[config.mk]
export PLATFORM = sky130hd
export DESIGN_NAME = tx_control
export DESIGN_NICKNAME = d
export VERILOG_FILES = /design/src/rtl/uart_ctrl_pkg.sv /design/src/rtl/tx_delay_counter.sv /design/src/rtl/tx_control.sv
export SDC_FILE = /design/constraint.sdc
export NUM_CORES = 1
export LEC_CHECK = 0
export BUFFER_PORTS_ARGS = -buffer_cell sky130_fd_sc_hd__buf_2
export CORE_AREA = 2 2 51 65
export DETAILED_ROUTE_END_ITERATION = 12
export DIE_AREA = 0 0 53 67
export PLACE_DENSITY = 0.81
export RECOVER_POWER = 100
export SLEW_MARGIN = 40
export SYNTH_ARGS = -nofsm -noshare
export SYNTH_HDL_FRONTEND = slang
export SYNTH_SLANG_ARGS = --single-unit
[constraint.sdc]
create_clock -name clock -period 4.8 [get_ports clock]
set_input_delay 0.48 -clock clock [delete_from_list [all_inputs] [get_ports clock]]
set_output_delay 0.48 -clock clock [all_outputs]
set_load 0.005 [all_outputs]
[src/rtl/uart_ctrl_pkg.sv]
// Types and byte-order selection shared by the UART TX and RX control blocks.
// Define TX_CONTROL_MSB_FIRST_EN to transmit the high byte first.
package uart_ctrl_pkg;

    typedef enum logic [2:0] {
        ST_IDLE,
        ST_SEND_BYTE_0,
        ST_WAIT_BYTE_0,
        ST_INTER_DELAY,
        ST_SEND_BYTE_1,
        ST_WAIT_BYTE_1,
        ST_TX_DONE
    } tx_state_t;

`ifdef TX_CONTROL_MSB_FIRST_EN
    localparam bit MSB_FIRST = 1'b1;
`else
    localparam bit MSB_FIRST = 1'b0;
`endif

    // second=0 selects byte 0, second=1 selects byte 1 of the held word
    function automatic logic [7:0] pick_byte(input logic [15:0] word, input logic second);
        pick_byte = (second ^ MSB_FIRST) ? word[15:8] : word[7:0];
    endfunction

endpackage

[src/rtl/tx_delay_counter.sv]
// Counts the idle gap between byte 0 and byte 1; expire marks the last gap cycle.
module tx_delay_counter #(
    parameter int DELAY = 16
) (
    input  logic clock,
    input  logic reset,
    input  logic load,
    input  logic count,
    output logic expire
);

    localparam int             W    = (DELAY < 1) ? 1 : $clog2(DELAY + 1);
    localparam logic [W-1:0]   LAST = W'(DELAY);

    logic [W-1:0] cnt_q;

    // NOTE: sequential state uses non-blocking assignments so every register samples pre-edge values.
    always_ff @(posedge clock or negedge reset) begin
        if (!reset) begin
            cnt_q <= '0;
        end else if (load) begin
            cnt_q <= '0;
        end else if (count && cnt_q != LAST) begin
            cnt_q <= cnt_q + 1'b1;
        end
    end

    // Saturates at LAST, so a stalled FSM can never see the count wrap back to zero.
    assign expire = count && (({1'b0, cnt_q} + 1'b1) >= {1'b0, LAST});

endmodule

[src/rtl/tx_control.sv]
// UART transmit sequencer: sends one or two bytes of a held word to a byte-wide driver.
// Define TX_CONTROL_MSB_FIRST_EN to send the high byte first.
module tx_control
    import uart_ctrl_pkg::*;
#(
    parameter int INTER_DELAY = 16
) (
    input  logic        clock,
    input  logic        reset,
    input  logic        tx_start,
    input  logic [15:0] tx_data,
    input  logic        send16,
    input  logic        tx_busy,
    output logic [7:0]  tx_out_data,
    output logic        tx_out_start,
    output logic        busy,
    output logic        done
);

    tx_state_t   state_q, state_d;
    logic [15:0] held_data_q;
    logic        held_send16_q;
    logic        wait_first_q;
    logic [7:0]  out_byte_q;
    logic [7:0]  send_byte;
    logic        dly_load, dly_count, dly_expire;

    assign send_byte = pick_byte(held_data_q, state_q == ST_SEND_BYTE_1);

    always_ff @(posedge clock or negedge reset) begin
        if (!reset) begin
            state_q       <= ST_IDLE;
            held_data_q   <= '0;
            held_send16_q <= 1'b0;
            wait_first_q  <= 1'b0;
            out_byte_q    <= '0;
        end else begin
            state_q <= state_d;
            if (state_q == ST_IDLE && tx_start) begin
                held_data_q   <= tx_data;
                held_send16_q <= send16;
            end
            // The driver raises tx_busy one cycle late, so the first WAIT cycle is blind.
            wait_first_q <= tx_out_start;
            if (tx_out_start) begin
                out_byte_q <= send_byte;
            end
        end
    end

    // NOTE: every output of this block gets a default first, so no path can infer a latch.
    always_comb begin
        state_d      = state_q;
        tx_out_start = 1'b0;
        dly_load     = 1'b0;
        dly_count    = 1'b0;
        case (state_q)
            ST_IDLE: begin
                if (tx_start) state_d = ST_SEND_BYTE_0;
            end
            ST_SEND_BYTE_0: begin
                if (!tx_busy) begin
                    tx_out_start = 1'b1;
                    state_d      = ST_WAIT_BYTE_0;
                end
            end
            ST_WAIT_BYTE_0: begin
                if (!wait_first_q && !tx_busy) begin
                    if (!held_send16_q) begin
                        state_d = ST_TX_DONE;
                    end else if (INTER_DELAY == 0) begin
                        state_d = ST_SEND_BYTE_1;
                    end else begin
                        state_d  = ST_INTER_DELAY;
                        dly_load = 1'b1;
                    end
                end
            end
            ST_INTER_DELAY: begin
                dly_count = 1'b1;
                if (dly_expire) state_d = ST_SEND_BYTE_1;
            end
            ST_SEND_BYTE_1: begin
                if (!tx_busy) begin
                    tx_out_start = 1'b1;
                    state_d      = ST_WAIT_BYTE_1;
                end
            end
            ST_WAIT_BYTE_1: begin
                if (!wait_first_q && !tx_busy) state_d = ST_TX_DONE;
            end
            ST_TX_DONE: begin
                state_d = ST_IDLE;
            end
            default: begin
                state_d = ST_IDLE;
            end
        endcase
    end

    tx_delay_counter #(
        .DELAY(INTER_DELAY)
    ) u_delay (
        .clock (clock),
        .reset (reset),
        .load  (dly_load),
        .count (dly_count),
        .expire(dly_expire)
    );

    // The strobed byte is presented during its strobe cycle and held in out_byte_q afterwards.
    assign tx_out_data = tx_out_start ? send_byte : out_byte_q;
    assign busy        = (state_q != ST_IDLE);
    assign done        = (state_q == ST_TX_DONE);

endmodule

* After elaboration in Yosys (flattened, before gate mapping) *
Cells that the tools add are included.

operators by class
  $add $sub $neg = 2
  magnitude comparators = 1
  eq/ne operators = 13
  multiplexer cells = 18
  reduce and logical (&&, ||, !) cells = 11

operators with widths
  cell                                                                   number
  3-bit two-way mux                                                      7
  3-bit case mux with 6 select lines                                     1
  8-bit two-way mux                                                      2
  2-bit inequality test, second input constant                           6
  5-bit two-way mux                                                      2
  3-bit equality test, second input constant                             3
  5-bit by 1-bit adder with 6-bit output, second input constant          1
  3-bit by 2-bit equality test with 1-bit output, second input constant  2
  6-bit by 5-bit >= comparator with 1-bit output, second input constant  1
  1-bit two-way mux                                                      6
  6-bit AND reduction                                                    1
  5-bit by 1-bit adder with 5-bit output, second input constant          1
  5-bit inequality test, second input constant                           1
  1-bit logical AND                                                      4
  3-bit by 1-bit equality test with 1-bit output, second input constant  1
  3-bit logical NOT                                                      1
  3-bit nonzero test                                                     1
  1-bit logical NOT                                                      2
  2-bit nonzero test                                                     1
  2-bit OR reduction                                                     1

word-level totals
  flip-flop bits (word level) = 34
  output and inout bits = 11
  logic and storage cells = 51

* Depth between registers and ports, before layout *
Gate-level depths: netlist of run 1.

  depth in word-level cells = 5
  mapped depth = 5
  mapped depth without buffers = 5

* By module *
Synthesis of run 1 repeated with hierarchy kept, for this count alone.

second synthesis, totals
  cell total of the unflattened synthesis = 131
  area, all modules = 1711.6 sq um

modules (own cells, without submodules)
  module            instances  cells each  area an instance (sq um)
  tx_control        1          99          1408.9
  tx_delay_counter  1          32          302.8

* Least setup slack after synthesis of run 1 *
OpenSTA, ideal clock, no wires.

  path kind = register to output
  start point = reg state_q[1]
  end point = out tx_out_data[0]
  data arrival time = 1.495 ns
  data required time = 4.320 ns
  path slack = 2.825 ns
  cell stages (with the launch flop) = 4
  path buffers = 0
  cell sequence = dfrtp_1 nor3b_2 mux2_2 mux2_2

between the ends
  word-level cells in the longest chain between the ends = 4
  elaborated cells between the ends (all ways) = 6

ends and longest elaborated chain
  element                                                                                       RTL line                            RTL
  start: declaration                                                                            tx_control.sv:20                    tx_state_t state_q, state_d;
  start signal: assignment                                                                      tx_control.sv:38                    state_q <= state_d;
  3-bit equality test / 3-bit by 1-bit equality test with 1-bit output (equally long branches)  tx_control.sv:28, tx_control.sv:57
  2-bit OR reduction (no line)                                                                  n/a
  1-bit two-way mux                                                                             n/a
  8-bit two-way mux *                                                                           n/a
  end: declaration                                                                              tx_control.sv:14                    output logic [7:0] tx_out_data,

Mark *: on every way between the ends. The rest lies on a longest branch, timed or not.

* Final worst setup path of run 1 *
  start point = reg state_q[0]
  end point = out tx_out_data[7]

Same word-level chain as after synthesis.

==> qor.txt, run 1 <==
Startpoint Class - register
Final TNS setup - 0 ns
Mux contribution to synthesized area - 0.232
Leak pwr - 0.819 nW
Reg area - 851 um^2
P per Cell Area - 591 nW/um^2
Register area share after synthesis - 0.517
TritonCTS buffer count - 5
Post-cts sizing count - 0
CP max-delay cell - nor3_1
Tightest Hold Check Type - in -> reg
Met2 GRT Util - 0.320
Upper clock frequency limit - 0.325 GHz
Final #Nets - 184
Main combinational cell family by area after synthesis - multiplexers
Post-Syn Instances - 126
Clk_skew - 0.0114 ns
Violated checks - max-capacitance violations, max-slew violations
Post-synthesis simple-gate area fraction - 0.125
RSZ-0062 raised after global routing - false
Status - finished with violations
Commonest non-fill, non-tap cell in the layout - dfrtp_1
Final Hold Vio Count - 0
Mapped Nets - 149
Clk slew on worst S/H paths - 0.10 ns
Crit-path max cell delay - 1.00 ns
First DRT Iteration DRCs - 29
Detailed placement HPWL - 2140 um
Most frequent cells in the layout - 34 x dfrtp_1, 27 x mux2_2, 25 x buf_2
Complex-gate fraction of the synthesized area - 0.0768
Critical Path RT - 4.32 ns
# DRC - 0
Worst path bufs/invs - 1
Skew-Pair Late Insertion Delay - 0.32 ns
Die width - 53 um
CTS Hold Bufs - 0
Crit Path Max Fanout - 11
CTS sink count - 34
Gpl congestion - 0.917
I/O pin count - 32
Vias in the first global route - 1101
IR drop worst, VDD - 361 uV
Rows - 22
Xor/xnor cell area share of the yosys netlist - 0.00532
Initial antenna violation count - 0
Layout fillers - 252
Met3 Track Usage GR - 0.0717
CP Cell Sequence - xnor2_1 > nor3_1 > mux2_2 > buf_2
# setup viols final - 0
Remaining antenna violation count - 0
CTS root buffer - clkbuf_4
Die Area - 3550 um^2
Ant diodes - 0
Critical path capture point type - output pin
# Post-CTS Setup Buffers - 0
First-pass GRT wire length - 4800 um
Vias per Instance - 5.64
Met1 Use GR - 0.220
Fin Hold WS - 0.384 ns
Initial Util - 0.569
Routed WL - 2890 um
Delay-heaviest family, CP - simple AND/OR/NAND/NOR gates
Share of cells above drive strength 1 - 0.395
Core area - 2890 um^2
Crit path time final - 3.08 ns
Synthesized area - 1650 um^2
Port Buf Inserts - 31
Vert. Die Dim - 67 um
Adder-cell share of the synthesized area - 0.0152
Syn. warnings - 0
Drt first pass iters - 5
Mapped Avg Cell Area - 13.1 um^2
Clock Path Buffers - 2
H-tree depth - 2
Worst-Margin Slew - 1.69 ns
Slew margin rel. - -0.129
Area taken by multi-input logic gates - 724 um^2
Total global routing overflow - 0
Yosys reg bits - 34
Max-slew violations - 35
GR peak layer - met2
Syn-to-layout area delta - 12.1%
Arrival @ worst endpoint - 2.60 ns
Largest net degree at the start of global routing - 35
MaxCap Viol Count - 1
DR WL/cell - 14.6 um
Period utilization - 0.641
Count of unique library cells instantiated by Yosys - 35
GRT Total Usage - 0.194
DR vias - 1116
CTS tree - built
Setup CP Type - reg -> out
-- metal layers --
layer  vias to the layer above  wire (um)  share of wire
met3                         4        163          0.056
met1                       544       1220           0.42
met5                         -          0              0
met2                        33       1460           0.51
met4                         0         44          0.015
li1                        535          -              -
-- flip-flops by register name (all words and copies together), names as in the netlist --
register / flops
held_data_q: 16
out_byte_q: 8
u_delay.cnt_q: 5
state_q: 3
held_send16_q: 1
wait_first_q: 1
-- kinds of logic after synthesis --
| family | count (synthesis) |
|---|---|
| buf+inv | 7 |
| compound gates | 20 |
| simple gates | 28 |
| mux | 34 |
| flops | 34 |
| xor+xnor | 1 |
| fa+ha+maj | 2 |
-- stage by stage --
stage	area (um^2)	setup WS (ns)	utilization	total power, mW	instances
3_3_place_gp	1810	2.41	0.626	0.936	189
5_1_grt	1840	1.51	0.638	1.18	198
2_1_floorplan	1650	2.82	-	0.847	126
3_5_place_dp	1810	2.36	0.626	0.967	189
6_report	1840	1.72	0.638	1.09	198
4_1_cts	1870	1.98	0.647	1.13	197
-- Yosys cell counts --
library cell	instances	share of area
buf_1	1	0.0023
a31oi_1	2	0.0076
clkbuf_8	1	0.0084
o32a_2	1	0.0068
a21boi_0	1	0.0046
nor3_1	1	0.0030
or3b_1	1	0.0053
buf_6	1	0.0068
or3_2	1	0.0046
inv_1	3	0.0068
nand3_1	4	0.012
and3_1	4	0.015
buf_4	1	0.0046
nor2_1	2	0.0046
dfrtp_1	34	0.52
nor3b_2	1	0.0076
xnor2_1	1	0.0053
nand2_1	1	0.0023
o221ai_1	1	0.0053
o21ai_0	5	0.015
nor4bb_1	1	0.0061
nand2b_1	2	0.0076
a21oi_1	7	0.021
a211oi_1	1	0.0046
nand4bb_1	1	0.0068
nor3_4	2	0.020
mux2_2	33	0.23
nor2b_1	3	0.011
nand3b_1	1	0.0046
a311oi_1	1	0.0053
and3b_2	1	0.0061
a221o_1	1	0.0061
mux2i_1	1	0.0061
ha_1	2	0.015
or3_1	2	0.0076
-- path summary, 6_finish.rpt --
path | startpoint | to | slack, ns | depth (start not counted)
setup / recovery | state_q[0] | tx_out_data[7] | 1.72 | 4
hold / removal | tx_data[5] | held_data_q[5] | 0.38 | 2
setup reg to reg | state_q[2] | held_data_q[3] | 2.36 | 4
hold reg to reg | out_byte_q[3] | out_byte_q[3] | 0.48 | 1
max in group asynchronous | reset | held_data_q[4] | 3.23 | 1
min in group asynchronous | reset | held_data_q[5] | 0.58 | 1
-- layout make-up --
class	count	share of cell area
clock buffer	7	0.0299
multi-input combinational	85	0.393
timing repair buffer	32	0.0828
sequential	34	0.461
clock inverter	1	0.00271
tap	36	0.0244
inverter	3	0.00611
-- report_power, final --
part           switching, mW  leakage, nW  internal, mW  total (mW)
clock                 0.0859       0.0353        0.0709       0.157
sequential             0.106        0.411         0.425       0.530
combinational          0.170        0.372         0.233       0.402
total                  0.361        0.819         0.729        1.09
Power figures use the tool's default switching activity.
==> run 2: changes to the inputs <==
--- a/config.mk
+++ b/config.mk
@@ -6,10 +6,10 @@
 export NUM_CORES = 1
 export LEC_CHECK = 0
 export BUFFER_PORTS_ARGS = -buffer_cell sky130_fd_sc_hd__buf_2
-export CORE_AREA = 2 2 51 65
+export CORE_AREA = 2 2 55 70
 export DETAILED_ROUTE_END_ITERATION = 12
-export DIE_AREA = 0 0 53 67
-export PLACE_DENSITY = 0.81
+export DIE_AREA = 0 0 57 72
+export PLACE_DENSITY = 0.73
 export RECOVER_POWER = 100
 export SLEW_MARGIN = 40
 export SYNTH_ARGS = -nofsm -noshare
==> constraint.sdc (replaced) <==
create_clock -name clock -period 2.7 [get_ports clock]
set_input_delay 0.27 -clock clock [delete_from_list [all_inputs] [get_ports clock]]
set_output_delay 0.27 -clock clock [all_outputs]
set_load 0.005 [all_outputs]
==> qor.txt, run 2 (synthesis gave the netlist of run 1 again) <==
Upper clock frequency limit - 0.429 GHz
P per Cell Area - 1070 nW/um^2
Die width - 57 um
Hold Crit Start - tx_data[10]
Most frequent cells in the layout - 34 x dfrtp_1, 29 x mux2_2, 26 x buf_2
Clk slew on worst S/H paths - 0.07 ns
First-pass GRT wire length - 5290 um
Detailed placement HPWL - 2240 um
Final #Nets - 185
CP Depth - 5
Largest regs - held_data_q x16, out_byte_q x8, u_delay.cnt_q x5
Vias per Instance - 5.64
Critical R2R Launch - state_q[2]
Crit path time final - 2.33 ns
Worst reg-to-reg path cell count - 4
Crit-path max cell delay - 0.55 ns
IR drop worst, VDD - 588 uV
Largest net degree at the start of global routing - 35
Syn-to-layout area delta - 15.4%
Worst-Margin Slew - 1.75 ns
Gpl congestion - 0.822
Final Hold Vio Count - 0
Critical path capture point type - output pin
H-tree depth - 2
Worst path bufs/invs - 2
Clock Path Buffers - 2
Top reg by flops - held_data_q
Finished Cell Area - 1900 um^2
Skew-Pair Late Insertion Delay - 0.28 ns
Tightest Hold Check Type - in -> reg
# Post-CTS Setup Buffers - 0
Port Buf Inserts - 31
Drt first pass iters - 4
DR WL/cell - 15.0 um
Area post-placement - 1830 um^2
Max FFs per register - 16
First DRT Iteration DRCs - 36
Slew margin rel. - -0.163
Max-slew violations - 35
Design Power - 2.04 mW
Startpoint Class - register
Crit Path Max Fanout - 13
Leak pwr - 0.838 nW
CTS Hold Bufs - 0
Fin Hold WS - 0.219 ns
RSZ-0062 raised after global routing - false
Critical Path RT - 2.43 ns
Die Area - 4100 um^2
CTS tree - built
Commonest non-fill, non-tap cell in the layout - dfrtp_1
Delay-heaviest family, CP - multiplexers
DR vias - 1134
CP max-delay cell - dfrtp_1
CTS sink count - 34
Final core occ - 0.555
Status - finished with violations
Total global routing overflow - 0
CTS root buffer - clkbuf_8
Hold Path Cell Cnt - 2
I/O pin count - 32
Vias in the first global route - 1203
Arrival @ worst endpoint - 2.06 ns
MaxCap Viol Count - 1
Crit. Startpoint - state_q[1]
Final TNS setup - 0 ns
Core area - 3420 um^2
Share of cells above drive strength 1 - 0.426
# setup viols final - 0
Remaining antenna violation count - 0
GRT Total Usage - 0.166
# DRC - 0
Routed WL - 3020 um
Setup CP Type - reg -> out
Initial antenna violation count - 0
Violated checks - max-capacitance violations, max-slew violations
Rows - 24
Initial Util - 0.481
Ant diodes - 0
CP Cell Sequence - nor3b_2 > buf_4 > mux2_2 > mux2_1 > buf_2
Period utilization - 0.862
R2r setup slk - 0.54 ns
Post-cts sizing count - 0
Vert. Die Dim - 72 um
TritonCTS buffer count - 5
Clk_skew - 0.00359 ns
[run 2: per-layer routing]
layer / vias up / GRT usage / share of wire
li1: 534 / - / -
met3: 5 / 0.0446 / 0.047
met4: 0 / 0.0568 / 0.013
met2: 35 / 0.310 / 0.54
met5: - / 0 / 0
met1: 560 / 0.179 / 0.40
[run 2: area by class of cell]
| type | count | area [um^2] |
|---|---|---|
| Clock buffer | 6 | 72.6 |
| Clock inverter | 1 | 7.51 |
| Fill cell | 314 | 1520 |
| Inverter | 3 | 11.3 |
| Multi-Input combinational cell | 85 | 747 |
| Sequential cell | 34 | 851 |
| Tap cell | 39 | 48.8 |
| Timing Repair Buffer | 33 | 161 |
[run 2: power by group]
part	total, mW	internal (mW)	switching, mW
Clock	0.348	0.177	0.172
Combinational	0.733	0.425	0.307
Sequential	0.956	0.757	0.200
Total	2.04	1.36	0.679
[run 2: final timing paths]
| check | to |
|---|---|
| max | tx_out_data[4] |
| min in group asynchronous | u_delay.cnt_q[0] |
| max in group asynchronous | state_q[1] |
| min | held_data_q[10] |
| min reg2reg | out_byte_q[6] |
| max reg2reg | held_data_q[2] |
[run 2: metrics by stage]
stage / std cells / worst slack, ns
final: 201 / 0.371
after global routing: 201 / 0.213
after CTS: 201 / 0.358
after detailed placement: 194 / 0.673
after global placement: 194 / 0.719
after floorplan: 126 / 0.935
[run 2: worst reg2reg max path: cells and delay by family, from the launching register on]
kind / cells / cell delay, ns
buffers and inverters: 1 / 0.76
DFF: 1 / 0.50
muxes: 1 / 0.43
and+or+nand+nor: 2 / 0.36
==> run 3: changes to the inputs <==
--- a/config.mk
+++ b/config.mk
@@ -6,10 +6,10 @@
 export NUM_CORES = 1
 export LEC_CHECK = 0
 export BUFFER_PORTS_ARGS = -buffer_cell sky130_fd_sc_hd__buf_2
-export CORE_AREA = 2 2 55 70
+export CORE_AREA = 2 2 53 67
 export DETAILED_ROUTE_END_ITERATION = 12
-export DIE_AREA = 0 0 57 72
-export PLACE_DENSITY = 0.73
+export DIE_AREA = 0 0 55 69
+export PLACE_DENSITY = 0.76
 export RECOVER_POWER = 100
 export SLEW_MARGIN = 40
 export SYNTH_ARGS = -nofsm -noshare
==> constraint.sdc (replaced) <==
create_clock -name clock -period 2.5 [get_ports clock]
set_input_delay 0.25 -clock clock [delete_from_list [all_inputs] [get_ports clock]]
set_output_delay 0.25 -clock clock [all_outputs]
set_load 0.005 [all_outputs]
==> qor.txt, run 3 (synthesis gave the netlist of run 1 again) <==
Die Area - 3800 um^2
Die width - 55 um
DR vias - 1143
Setup CP Type - reg -> out
Vias per Instance - 5.72
Clk slew on worst S/H paths - 0.07 ns
Initial antenna violation count - 0
CTS tree - built
Initial Util - 0.520
# DRC - 0
H-tree depth - 2
DR WL/cell - 15.7 um
Arrival @ worst endpoint - 2.06 ns
Ant diodes - 0
Port Buf Inserts - 31
Final #Nets - 186
Rows - 23
Commonest non-fill, non-tap cell in the layout - dfrtp_1
Max-slew violations - 35
First-pass GRT wire length - 5300 um
Critical path capture point type - output pin
Slew margin rel. - -0.188
Clk_skew - 0.00526 ns
Worst-Margin Slew - 1.78 ns
Share of cells above drive strength 1 - 0.436
Drt first pass iters - 4
Post-Place Cells - 192
Switch Pwr - 0.744 mW
IR drop worst, VDD - 690 uV
Crit path time final - 2.31 ns
Skew-Pair Late Insertion Delay - 0.28 ns
Sw Ratio - 0.336
Total global routing overflow - 0
Violated checks - max-capacitance violations, max-slew violations
Final core occ - 0.603
CP Cell Sequence - nor3b_2 > buf_4 > mux2_2 > mux2_1 > buf_2
Period utilization - 0.925
Remaining antenna violation count - 0
P per Cell Area - 1160 nW/um^2
Critical Path RT - 2.25 ns
Combinational fraction of design power - 0.361
Cell-internal power - 1.47 mW
Layout fillers - 273
Largest net degree at the start of global routing - 35
Vias in the first global route - 1115
RSZ-0062 raised after global routing - false
Reg power frac - 0.468
# Post-CTS Setup Buffers - 0
CTS sink count - 34
Startpoint Class - register
Final TNS setup - 0 ns
Finished Layout Cells - 200
Clock Power Share - 0.170
Most frequent cells in the layout - 34 x dfrtp_1, 29 x buf_2, 28 x mux2_2
GRT Total Usage - 0.194
Final Hold Vio Count - 0
Gpl congestion - 0.845
Crit Path Max Fanout - 13
MaxCap Viol Count - 1
I/O pin count - 32
Detailed placement HPWL - 2260 um
CTS root buffer - clkbuf_8
Tightest Hold Check Type - in -> reg
Upper clock frequency limit - 0.433 GHz
Vert. Die Dim - 69 um
Top reg by flops - held_data_q
Routed WL - 3140 um
Largest regs - held_data_q x16, out_byte_q x8, u_delay.cnt_q x5
Clock Path Buffers - 2
CP max-delay cell - dfrtp_1
First DRT Iteration DRCs - 18
# setup viols final - 0
Syn-to-layout area delta - 16.0%
Leak pwr - 0.853 nW
Crit-path max cell delay - 0.55 ns
Status - finished with violations
Core area - 3170 um^2
TritonCTS buffer count - 5
Post-cts sizing count - 0
Max FFs per register - 16
## run 3: changes by cell type in the layout (fill, tap and decap cells not counted)
| cell | before | now |
|---|---|---|
| clkinvlp_4 | 1 | 0 |
| buf_2 | 26 | 29 |
| clkinv_2 | 0 | 2 |
| clkbuf_2 | 1 | 0 |
| clkbuf_1 | 6 | 3 |
| mux2_2 | 29 | 28 |
| mux2_1 | 4 | 5 |
| dlygate4sd3_1 | 0 | 1 |
## run 3: path summary, 6_finish.rpt
check                              start              end  slack, ns  cells after the start
setup / recovery              state_q[2]   tx_out_data[7]       0.19                      5
min in group asynchronous          reset       state_q[2]       0.99                      2
hold / removal               tx_data[15]  held_data_q[15]       0.19                      2
setup reg to reg              state_q[2]   held_data_q[2]       0.37                      4
hold reg to reg            out_byte_q[3]    out_byte_q[3]       0.49                      1
max in group asynchronous          reset    held_send16_q       0.49                      2
## run 3: critical path: cells and delay by family (launching register included)
family                 cells  cell delay, ns
buffers and inverters      2            0.33
DFF                        1            0.55
muxes                      2            0.65
and+or+nand+nor            1            0.24
## run 3: routing by layer
layer	vias to the layer above	wire (um)	track usage
met5	-	0	0
met4	0	56	0.0732
met3	6	168	0.0541
met2	37	1640	0.298
met1	563	1280	0.257
li1	537	-	-
## run 3: power groups by stage
| stage | Sequential (mW) | Combinational, mW | Clock, mW |
|---|---|---|---|
| 6_report | 1.04 | 0.800 | 0.377 |
| 5_1_grt | 1.08 | 0.889 | 0.414 |
| 4_1_cts | 1.04 | 0.826 | 0.390 |
| 3_5_place_dp | 1.05 | 0.825 | 0 |
| 3_3_place_gp | 1.02 | 0.778 | 0 |
| 2_1_floorplan | 0.942 | 0.685 | 0 |
## run 3: layout make-up
type,count,area [um^2],area share
Clock buffer,5,68.8,0.0361
Tap cell,37,46.3,0.0243
Multi-Input combinational cell,85,747,0.391
Inverter,3,11.3,0.00590
Sequential cell,34,851,0.446
Timing Repair Buffer,34,174,0.0911
Clock inverter,2,10.0,0.00525
## run 3: repair_timing
| action | 4_1_cts | 5_1_grt |
|---|---|---|
| hold buffers | 0 | 1 |
| endpoints found under the hold margin | 0 | 34 |
| setup endpoints to repair | 0 | 0 |
## run 3: through the flow
step                      area (um^2)  setup WS (ns)  power, mW  hold WS [ns]
after global placement           1830          0.560       1.80         0.345
after floorplan                  1650          0.755       1.63       -0.0456
after CTS                        1900          0.196       2.25        0.0484
final                            1910          0.188       2.21         0.193
after detailed placement         1830          0.527       1.87         0.355
after global routing             1910         0.0584       2.38         0.186
